<file path="config.mk">
export PLATFORM = sky130hd
export DESIGN_NAME = source_e_arbiter
export DESIGN_NICKNAME = d
export VERILOG_FILES = /design/src/rtl/source_e_arbiter.sv
export SDC_FILE = /design/constraint.sdc
export NUM_CORES = 1
export LEC_CHECK = 0
export ABC_CLOCK_PERIOD_IN_PS = 1900
export BUFFER_PORTS_ARGS = -buffer_cell sky130_fd_sc_hd__buf_2
export CAP_MARGIN = 10
export CORE_MARGIN = 2
export CORE_UTILIZATION = 44
export CTS_CLUSTER_DIAMETER = 200
export DETAILED_ROUTE_END_ITERATION = 8
export GPL_TIMING_DRIVEN = 0
export MAX_ROUTING_LAYER = met4
export PLACE_DENSITY = 0.74
export SLEW_MARGIN = 40
export SYNTH_ARGS = -nofsm -noshare
export SYNTH_HDL_FRONTEND = slang
export SYNTH_SLANG_ARGS = --single-unit
</file>
<file path="constraint.sdc">
create_clock -name clock -period 1.9 [get_ports clock]
set_clock_uncertainty 0.2 [all_clocks]
set_input_delay 0.38 -clock clock [delete_from_list [all_inputs] [get_ports clock]]
set_output_delay 0.38 -clock clock [all_outputs]
set_load 0.005 [all_outputs]
</file>
<file path="src/rtl/source_e_arbiter.sv">
// Round-robin arbiter sharing one TileLink E-channel (GrantAck) source
// between N_REQ requesters, feeding a small registered output FIFO.
module source_e_arbiter #(
    parameter int N_REQ  = 4,
    parameter int SINK_W = 3,
    parameter int QDEPTH = 2
) (
    input  logic                       clock,
    input  logic                       reset,
    input  logic [N_REQ-1:0]           io_req_valid,
    output logic [N_REQ-1:0]           io_req_ready,
    input  logic [N_REQ*SINK_W-1:0]    io_req_bits_sink,
    input  logic                       io_e_ready,
    output logic                       io_e_valid,
    output logic [SINK_W-1:0]          io_e_bits_sink,
    output logic [$clog2(N_REQ)-1:0]   io_last_grant,
    output logic                       io_busy
);

    localparam int PTR_W = $clog2(N_REQ);
    localparam int QW    = $clog2(QDEPTH);
    localparam int CW    = QW + 1;
    localparam logic [CW-1:0]    FULL = CW'(QDEPTH);
    localparam logic [PTR_W-1:0] LAST = PTR_W'(N_REQ - 1);

    logic [SINK_W-1:0] r_mem [QDEPTH];
    logic [QW-1:0]     r_rd;
    logic [QW-1:0]     r_wr;
    logic [CW-1:0]     r_count;
    logic [PTR_W-1:0]  r_ptr;
    logic [PTR_W-1:0]  r_last;

    logic              w_found;
    logic [PTR_W-1:0]  w_win;
    logic              w_can;
    logic              w_enq;
    logic              w_deq;
    logic [N_REQ-1:0]  w_ready;
    logic [SINK_W-1:0] w_sink;

    // First valid requester at or after the RR pointer, wrapping.
    always_comb begin : arb
        logic [PTR_W-1:0] v_idx;
        w_found = 1'b0;
        w_win   = '0;
        v_idx   = '0;
        for (int k = 0; k < N_REQ; k++) begin
            v_idx = PTR_W'((int'(r_ptr) + k) % N_REQ);
            if (!w_found && io_req_valid[v_idx]) begin
                w_found = 1'b1;
                w_win   = v_idx;
            end
        end
    end

    assign io_e_valid = (r_count != '0) && !reset;
    assign w_deq      = io_e_valid && io_e_ready;
    // Full FIFO still accepts when the head leaves in the same cycle.
    assign w_can      = (r_count < FULL) || w_deq;
    assign w_enq      = w_found && w_can && !reset;
    assign w_sink     = io_req_bits_sink[int'(w_win)*SINK_W +: SINK_W];

    always_comb begin
        w_ready = '0;
        if (w_enq) begin
            w_ready[w_win] = 1'b1;
        end
    end

    assign io_req_ready   = w_ready;
    assign io_e_bits_sink = r_mem[r_rd];
    assign io_last_grant  = reset ? '0 : r_last;
    assign io_busy        = (r_count != '0) || (|io_req_valid);

    always_ff @(posedge clock) begin
        if (w_enq) begin
            r_mem[r_wr] <= w_sink;
        end
    end

    always_ff @(posedge clock) begin
        if (reset) begin
            r_count <= '0;
            r_rd    <= '0;
            r_wr    <= '0;
            r_ptr   <= '0;
            r_last  <= '0;
        end else begin
            if (w_enq) begin
                r_wr   <= r_wr + QW'(1);
                r_ptr  <= (w_win == LAST) ? '0 : w_win + PTR_W'(1);
                r_last <= w_win;
            end
            if (w_deq) begin
                r_rd <= r_rd + QW'(1);
            end
            if (w_enq && !w_deq) begin
                r_count <= r_count + CW'(1);
            end else if (!w_enq && w_deq) begin
                r_count <= r_count - CW'(1);
            end
        end
    end

endmodule

</file>
==> summary.md, run 1 <==
| Metric | Value |
|---|---|
| Die Wd | `49.2 µm` |
| Post-CTS Hold Buffers | `0` |
| ANT nets after route | `0` |
| Max Fclk | `445 MHz` |
| Synth async-reset ratio | `0` |
| Input/output buffers | `29` |
| Critical-path maximum fanout | `6` |
| Final nets | `153` |
| # rows | `16` |
| Leak pwr | `0.574 nW` |
| Syn_area_per_cell | `10.7 µm²` |
| Status | `finished with violations` |
| PnR worst setup slack | `-0.346 ns` |
| Relative slew slack | `0.564` |
| Die height | `49.2 µm` |
| #FFs+latches synth | `15` |
| Core area | `1940 µm²` |
| Worst hold slack | `0.309 ns` |
| Clock-pin slew of the registers on the worst-case setup and hold paths | `0.09 ns` |
| CP peak stage delay | `0.36 ns` |
| Synth Net Count | `108` |
| I/O pins | `30` |
| Failing checks | `negative setup slack` |
| Crit Path Category | `reg2out` |
| Longest Clk Path Bufs | `2` |
| Final setup TNS | `-1.33 ns` |
| Total track usage | `0.187` |
| Via Count | `742` |
| Final instance area | `1300 µm²` |
| Final setup vio count | `4` |
| Min cycle time layout | `2.25 ns` |
| WP data arrival | `1.67 ns` |
| Hold Vio Cnt, Final | `0` |
| Initial antenna violation count | `0` |
| Drt drc | `0` |
| Share of post-route cells with drive strength above 1 | `0.563` |
| Highest-delay cell along the critical path | `dfxtp_4` |
| First-pass GRT wire length | `3330 µm` |
| Unrepaired setup endpoints after global routing | `true` |
| Crit-path cells | `a21o_1 -> a21oi_2 -> o22a_1 -> buf_6 -> buf_6 -> ha_4 -> and2_4 -> buf_6` |
| Die ar. | `2420 µm²` |
| Period Utilization, post-route | `1.18` |
| Yosys warning count | `0` |
| Layout Cells excl Fill | `155` |
| Number of buffers created by CTS | `3` |
| Pwr Total | `1.36 mW` |
| Ys flop type | `dfxtp_1` |
| Netlist Area Pre-Place | `897 µm²` |
| PwrDens | `1050 nW/µm²` |
| Number of flops mapped to enable cells by yosys | `6` |
| Antenna Cells | `0` |
| Final slew viol count | `0` |
| Fillcell total | `157` |
| Wirelength per Cell | `12.8 µm` |
| Largest net degree at the start of global routing | `11` |
| Worst hold path type | `in2reg` |
| Clk Latency, worst-skew pair | `0.29 ns` |
| Grt total ovfl | `0` |
| Area Overhead vs Synth | `45.3%` |
| Worst setup EP type | `primary output` |
| Routability cong. | `0.753` |
| Vias in the first global route | `814` |
| Setup crit start kind | `register` |
| H-tree level count | `1` |
| Post-synth cell types | `28` |
| CP dominant cell by count | `buf_6` |
| Via density | `4.79` |
| Final HPWL DP | `1340 µm` |
| Worst slew pin tran | `0.648 ns` |
| Sequential-to-total area share from yosys stat | `0.402` |
| CP required | `1.32 ns` |
| Buffer type at the clock tree root | `clkbuf_4` |
| Clock Sinks | `15` |
| VDD IR max | `562 µV` |
| Clock tree from TritonCTS | `built` |
| Initial DRC Count | `7` |
| Placed insts | `140` |
| Dpl cell area | `1100 µm²` |
| Cells after synthesis | `84` |
| DRT Wirelength | `1990 µm` |
| First-pass iteration count of the detailed router | `2` |
| Initial Util | `0.462` |
| Max-cap violations | `0` |
-- registers in the layout, summed over array words and instances (netlist names), named ones only --
name	count
r_ptr	2
r_count	2
r_wr	1
r_rd	1
r_last	2
r_mem	6
-- cell usage after synthesis (all sizes together), types with 2 or more instances --
master | number | area share
nor2 | 8 | 0.033
o21ai | 2 | 0.011
nor2b | 3 | 0.021
buf | 2 | 0.025
inv | 5 | 0.021
xor2 | 3 | 0.029
nor4 | 2 | 0.031
a21oi | 4 | 0.026
nand2 | 3 | 0.013
dfxtp | 9 | 0.20
and2 | 5 | 0.035
or2b | 2 | 0.017
mux2 | 5 | 0.063
edfxtp | 6 | 0.20
nand2b | 2 | 0.014
ha | 5 | 0.070
mux2i | 9 | 0.10
o22a | 2 | 0.020
-- routing by layer --
metal	share of wire	GRT usage	vias up	routed length [µm]
met4	0.019	0.0857	0	38
li1	-	-	378	-
met2	0.56	0.378	17	1120
met5	0	-	-	0
met1	0.39	0.171	342	769
met3	0.030	0.0184	5	59
-- report_power, final --
group | total [mW] | leakage, nW | internal (mW) | switching [mW]
combinational | 0.704 | 0.425 | 0.401 | 0.302
sequential | 0.473 | 0.132 | 0.432 | 0.0407
clock | 0.188 | 0.0177 | 0.0784 | 0.110
total | 1.36 | 0.574 | 0.912 | 0.453
-- logic make-up after synthesis --
| family | count (synthesis) | share of synthesized area |
|---|---|---|
| compound gates | 11 | 0.0948 |
| fa+ha+maj | 5 | 0.0697 |
| simple gates | 27 | 0.181 |
| buf+inv | 8 | 0.0502 |
| xor+xnor | 4 | 0.0391 |
| flops | 15 | 0.402 |
| mux | 14 | 0.163 |
-- worst max-delay path, delay by kind of cell (launching register included) --
family / cells / cell delay (ns)
buf+inv: 3 / 0.32
compound gates: 3 / 0.44
simple gates: 1 / 0.13
flops: 1 / 0.36
fa+ha+maj: 1 / 0.12
-- timing repair --
action,4_1_cts,5_1_grt
gates resized for setup,13,13
endpoints found under the setup margin,5,7
buffers inserted,9,2
pin swaps,6,6
-- layout make-up --
class                           count  area [µm²]  share of cell area
Multi-Input combinational cell     61         554               0.425
Sequential cell                    15         368               0.282
Timing Repair Buffer               40         270               0.207
Tap cell                           27        33.8              0.0259
Buffer                              3        26.3              0.0202
Inverter                            5        23.8              0.0182
Clock buffer                        3        22.5              0.0173
Clock inverter                      1        5.00             0.00384
-- metrics by stage --
step | utilization | setup slack [ns]
2_1_floorplan | - | -0.00290
3_3_place_gp | 0.569 | -0.415
3_5_place_dp | 0.569 | -0.456
4_1_cts | 0.644 | -0.342
5_1_grt | 0.671 | -0.427
6_report | 0.671 | -0.346
-- layout by cell type, fill, tap and decap left out, drive strengths merged --
master	count
a21o	1
a211oi	1
and2	5
or2b	2
nor2	8
or3	1
edfxtp	6
clkbuf	4
mux2i	9
o22ai	1
clkinv	1
nor2b	3
xnor2	1
nor4	2
nand2	3
o22a	2
buf	42
inv	5
a21oi	4
mux2	5
o21ai	2
dfxtp	9
nand2b	2
xor2	3
ha	5
nor3	1
-- worst paths after layout --
path                  startpoint         endpoint  slack, ns  cells after the start
max                     r_ptr[1]  io_req_ready[3]      -0.35                      8
min          io_req_bits_sink[2]      r_mem[1][2]       0.31                      3
max reg2reg             r_ptr[1]      r_mem[0][0]       0.04                      7
min reg2reg                 r_rd         register       0.31                      2
No activity file was read; power rests on OpenSTA's default activity.
==> run 2: changes to the inputs <==
--- a/config.mk
+++ b/config.mk
@@ -8,7 +8,6 @@
 export ABC_CLOCK_PERIOD_IN_PS = 1900
 export BUFFER_PORTS_ARGS = -buffer_cell sky130_fd_sc_hd__buf_2
 export CAP_MARGIN = 10
-export CORE_MARGIN = 2
 export CORE_UTILIZATION = 44
 export CTS_CLUSTER_DIAMETER = 200
 export DETAILED_ROUTE_END_ITERATION = 8
==> summary.md, run 2 (same netlist as run 1, synthesis figures left out) <==
| Metric | Value |
|---|---|
| Clk Latency, worst-skew pair | `0.28 ns (about the same)` |
| Longest Clk Path Bufs | `2 (unchanged)` |
| Relative slew slack | `0.513 (-0.0512)` |
| Final setup vio count | `5 (+1)` |
| Core area | `1820 µm² (-6.2%)` |
| Final nets | `155 (+1.3%)` |
| Die height | `47.2 µm (-4.1%)` |
| ANT nets after route | `0 (unchanged)` |
| Period Utilization, post-route | `1.16 (-0.0195)` |
| Number of buffers created by CTS | `3 (unchanged)` |
| Via Count | `748 (+0.81%)` |
| Routability cong. | `0.689 (-8.5%)` |
| H-tree level count | `1 (unchanged)` |
| Largest Register | `r_mem` |
| Clock tree from TritonCTS | `built` |
| CP peak stage delay | `0.36 ns (about the same)` |
| Part of the power in the clock network | `0.132 (-0.006)` |
| I/O pins | `30 (unchanged)` |
| Grt total ovfl | `0 (unchanged)` |
| Area Overhead vs Synth | `43.5%` |
| Drt drc | `0 (unchanged)` |
| Status | `finished with violations` |
| CP required | `1.32 ns (about the same)` |
| Clock Sinks | `15 (unchanged)` |
| Worst hold path type | `in2reg` |
| Largest net degree at the start of global routing | `11 (unchanged)` |
| Final instance area | `1290 µm² (-1.2%)` |
| Initial antenna violation count | `0 (unchanged)` |
| Via density | `4.83 (+0.81%)` |
| Total track usage | `0.200 (+0.0121)` |
| Most common cell after layout, fill and taps aside | `buf_2` |
| Setup crit start kind | `register` |
| Highest-delay cell along the critical path | `dfxtp_4` |
| Crit-path cells | `or2b_1 -> a21oi_2 -> a211oi_4 -> buf_4 -> ha_4 -> and2_4 -> buf_6` |
| Critical-path maximum fanout | `5 (-1)` |
| Final slew viol count | `0 (unchanged)` |
| Cell family with most CP delay | `flip-flops` |
| Worst slew pin tran | `0.724 ns (+0.0760 ns)` |
| PwrDens | `1040 nW/µm² (-0.91%)` |
| Crit Path Category | `reg2out` |
| Leak pwr | `0.583 nW (+1.6%)` |
| Unrepaired setup endpoints after global routing | `true` |
| Reg power frac | `0.357 (+0.010)` |
| First-pass iteration count of the detailed router | `4 (+2)` |
| Share of post-route cells with drive strength above 1 | `0.554 (-0.00865)` |
| Dpl cell area | `1100 µm² (-0.23%)` |
| WP data arrival | `1.63 ns (-0.04 ns)` |
| Die Wd | `47.2 µm (-4.1%)` |
| Max-cap violations | `0 (unchanged)` |
| Clock-pin slew of the registers on the worst-case setup and hold paths | `0.08 ns (about the same)` |
| Pwr Total | `1.34 mW (-2.1%)` |
| Logic gate share of total power | `0.510 (-0.006)` |
| Vias in the first global route | `734 (-9.8%)` |
| Min cycle time layout | `2.21 ns (-0.0370 ns)` |
| Most frequent cells in the layout | `buf_2, buf_4, mux2i_1` |
| Max Fclk | `453 MHz (+1.7%)` |
| Final HPWL DP | `1330 µm (-1.2%)` |
| Initial DRC Count | `7 (unchanged)` |
| Final design utilization | `0.707 (+0.0358)` |
| Failing checks | `negative setup slack` |
| NetSw | `438 µW (-3.2%)` |
| Wirelength per Cell | `12.4 µm (-3.1%)` |
| Internal cell power | `897 µW (-1.6%)` |
| Worst setup EP type | `primary output` |
| CP bufs+invs | `2 (-1)` |
| DRT Wirelength | `1930 µm (-3.1%)` |
| Input/output buffers | `29 (unchanged)` |
| Switching share of total power | `0.328 (-0.00371)` |
| Hold Vio Cnt, Final | `0 (unchanged)` |
| Die ar. | `2220 µm² (-8.0%)` |
| # rows | `15 (-1)` |
| Initial Util | `0.493 (+0.0308)` |
| PnR worst setup slack | `-0.309 ns (+0.0370 ns)` |
| Buffer type at the clock tree root | `clkbuf_4` |
| Max FFs per register | `6 (unchanged)` |
| VDD IR max | `624 µV (+11%)` |
| First-pass GRT wire length | `2950 µm (-12%)` |
| Antenna Cells | `0 (unchanged)` |
run 2: power groups by stage:
stage,Sequential [mW],Clock (mW),Combinational [mW]
5_1_grt,0.487,0.200,0.753
3_5_place_dp,0.482,0,0.489
3_3_place_gp,0.480,0,0.468
6_report,0.477,0.177,0.682
4_1_cts,0.473,0.187,0.615
2_1_floorplan,0.470,0,0.360
run 2: cell type report:
type	instances	area (µm²)
plain buffers	3	26.3
clock buffers	3	22.5
clock inverters	1	5.00
fillers	133	533
inverters	5	23.8
multi-input cells	61	543
flip-flops and latches	15	368
well taps	25	31.3
repair buffers	42	268
run 2: worst paths after layout:
path	startpoint	cells past startpoint	slack, ns	end
worst min register to register	r_rd	2	0.34	r_rd
worst min-delay path	io_req_bits_sink[0]	3	0.30	r_mem[1][0]
worst max register to register	r_count[1]	7	-0.06	r_count[1]
worst max-delay path	r_ptr[0]	7	-0.31	io_req_ready[1]
run 2: timing repair:
action / CTS / global route
endpoints found under the hold margin: 0 / 0
pin swaps: 5 / 2
gates resized for setup: 7 / 8
endpoints found under the setup margin: 5 / 9
hold buffers: 0 / 0
buffers inserted: 9 / 4
run 2: routing by layer:
metal / global-route usage / wire [µm] / vias up
li1: - / - / 381
met1: 0.196 / 758 / 348
met2: 0.369 / 1100 / 17
met3: 0.0615 / 65 / 2
met4: 0.0629 / 10 / 0
met5: - / 0 / -
run 2: per-stage QoR:
step	instances	setup TNS [ns]	setup slack (ns)	hold slack, ns
global route	155	-1.64	-0.389	0.310
detailed placement	138	-2.29	-0.421	0.300
floorplan	84	-0.00290	-0.00290	0.271
CTS	151	-1.26	-0.339	0.293
finish	155	-1.21	-0.309	0.302
global placement	138	-1.95	-0.398	0.286
run 2: worst min-delay path, delay by kind of cell:
kind / cells / cell delay [ns]
buf+inv: 1 / 0.07
mux: 2 / 0.20
==> run 3: changes to the inputs <==
--- a/config.mk
+++ b/config.mk
@@ -14,6 +14,7 @@
 export GPL_TIMING_DRIVEN = 0
 export MAX_ROUTING_LAYER = met4
 export PLACE_DENSITY = 0.74
+export REMOVE_ABC_BUFFERS = 1
 export SLEW_MARGIN = 40
 export SYNTH_ARGS = -nofsm -noshare
 export SYNTH_HDL_FRONTEND = slang
==> summary.md, run 3 (same netlist as run 1, synthesis figures left out) <==
| Metric | Value |
|---|---|
| PwrDens | `1050 nW/µm² (+1.3%)` |
| Clock Sinks | `15 (unchanged)` |
| First-pass GRT wire length | `2520 µm (-15%)` |
| Hold path depth | `2 (-1)` |
| Routability cong. | `0.668 (-3.0%)` |
| Highest-delay cell along the critical path | `dfxtp_2` |
| Final HPWL DP | `1220 µm (-7.9%)` |
| CP bufs+invs | `2 (unchanged)` |
| PnR worst setup slack | `-0.326 ns (-0.0167 ns)` |
| Post-CTS Hold Buffers | `0 (unchanged)` |
| Wirelength per Cell | `12.5 µm (+0.49%)` |
| Worst hold path type | `in2reg` |
| Setup crit start kind | `register` |
| Reg2Reg Depth | `7 (unchanged)` |
| Fillcell total | `151 (+14%)` |
| Grt total ovfl | `0 (unchanged)` |
| Die Wd | `47.2 µm (unchanged)` |
| Core area | `1820 µm² (unchanged)` |
| Worst setup EP type | `primary output` |
| Dpl cell area | `1050 µm² (-5.0%)` |
| Drt drc | `0 (unchanged)` |
| Buffer type at the clock tree root | `clkbuf_4` |
| ANT nets after route | `0 (unchanged)` |
| Max-cap violations | `0 (unchanged)` |
| Largest net degree at the start of global routing | `14 (+3)` |
| Most common cell after layout, fill and taps aside | `buf_2` |
| Hold Path Origin | `reset` |
| Via Count | `721 (-3.6%)` |
| Crit Path Category | `reg2out` |
| Endpoint, Worst Hold | `r_count[1]` |
| H-tree level count | `1 (unchanged)` |
| Max FFs per register | `6 (unchanged)` |
| Failing checks | `negative setup slack` |
| Via density | `4.87 (+0.95%)` |
| Final setup TNS | `-1.16 ns (+0.0431 ns)` |
| Leak pwr | `0.554 nW (-5.1%)` |
| Crit-path cells | `or2b_1 -> a21oi_2 -> a211oi_4 -> inv_2 -> ha_2 -> and2_4 -> buf_6` |
| Initial Util | `0.493 (unchanged)` |
| Die ar. | `2220 µm² (unchanged)` |
| Final nets | `148 (-4.5%)` |
| Hold Vio Cnt, Final | `0 (unchanged)` |
| Die height | `47.2 µm (unchanged)` |
| Clock-pin slew of the registers on the worst-case setup and hold paths | `0.08 ns (about the same)` |
| Input/output buffers | `29 (unchanged)` |
| Final slew viol count | `0 (unchanged)` |
| Initial DRC Count | `8 (+1)` |
| Initial antenna violation count | `0 (unchanged)` |
| Period Utilization, post-route | `1.17 (+0.00880)` |
| Number of buffers created by CTS | `3 (unchanged)` |
| Worst slew pin tran | `0.698 ns (-0.0258 ns)` |
| # rows | `15 (unchanged)` |
| Status | `finished with violations` |
| RR Endpoint | `r_count[1]` |
| CP required | `1.32 ns (about the same)` |
| Area occupied by multi-input gates | `556 µm² (+2.3%)` |
| DRT Wirelength | `1850 µm (-4.0%)` |
| Setup slack, reg-to-reg | `0.06 ns (+0.12 ns)` |
| First-pass iteration count of the detailed router | `4 (unchanged)` |
| R2R Path Start | `r_count[1]` |
| Most frequent cells in the layout | `buf_2, mux2i_1, nor2_1` |
| Unrepaired setup endpoints after global routing | `true` |
| Clk Latency, worst-skew pair | `0.28 ns (about the same)` |
| Min cycle time layout | `2.23 ns (+0.0167 ns)` |
| Cell family with most CP delay | `flip-flops` |
| Relative slew slack | `0.530 (+0.0174)` |
| CP peak stage delay | `0.37 ns (about the same)` |
| Largest Register | `r_mem` |
| Clock tree from TritonCTS | `built` |
| Final instance area | `1260 µm² (-2.1%)` |
| Final setup vio count | `4 (-1)` |
| WP data arrival | `1.65 ns (+0.02 ns)` |
| Area Overhead vs Synth | `40.4%` |
| I/O pins | `30 (unchanged)` |
| Antenna Cells | `0 (unchanged)` |
| Longest Clk Path Bufs | `2 (unchanged)` |
| VDD IR max | `608 µV (-2.6%)` |
| Vias in the first global route | `633 (-14%)` |
| Share of post-route cells with drive strength above 1 | `0.537 (-0.0173)` |
| Max Fclk | `449 MHz (-0.75%)` |
| Total track usage | `0.174 (-0.0257)` |
| Seq. cell area | `365 µm² (-0.68%)` |
| Critical-path maximum fanout | `5 (unchanged)` |
run 3: worst max path at each step:
stage,from,to,slack (ns),depth (start not counted)
2_1_floorplan,io_req_valid[0],io_req_ready[0],-0.16,6
3_3_place_gp,io_req_valid[0],io_req_ready[0],-0.55,8
3_5_place_dp,io_req_valid[0],io_req_ready[0],-0.60,8
4_1_cts,r_ptr[0],io_req_ready[0],-0.30,7
5_1_grt,r_ptr[0],io_req_ready[0],-0.37,7
6_report,r_ptr[0],io_req_ready[0],-0.33,7
run 3: worst reg2reg max path: stages (launching register included):
cell and delay (ns):
dfxtp_1 0.39, nor2b_4 0.20, nor3_4 0.06, buf_6 0.15
ha_4 0.16, xor2_2 0.14, or3_4 0.38, a21oi_2 0.11
run 3: power breakdown:
part           total (mW)  internal, mW  switching (mW)  leakage [nW]
clock               0.175        0.0813          0.0938        0.0150
sequential          0.482         0.432          0.0502         0.131
combinational       0.667         0.378           0.289         0.407
run 3: repair_timing:
action,CTS,global route
endpoints found under the setup margin,14,11
buffers inserted,5,4
pin swaps,5,7
gates resized for setup,11,19
run 3: through the flow:
stage	utilization	cells	total power [mW]	setup WS, ns	hold WS [ns]
after floorplan	-	81	0.792	-0.158	0.249
after global placement	0.575	135	0.907	-0.548	0.279
after detailed placement	0.575	135	0.929	-0.603	0.292
after CTS	0.635	144	1.22	-0.303	0.213
after global routing	0.692	148	1.40	-0.371	0.227
final	0.692	148	1.32	-0.326	0.215
run 3: final cells by class:
type                    count  share of cell area
multi-input cells          61               0.441
flip-flops and latches     15               0.290
repair buffers             38               0.209
well taps                  25              0.0248
clock buffers               4              0.0209
inverters                   5              0.0149
run 3: per-layer routing:
metal / GRT usage / share of wire
met5: - / 0
met4: 0.0514 / 0.015
met3: 0.0577 / 0.027
met2: 0.336 / 0.57
met1: 0.158 / 0.39
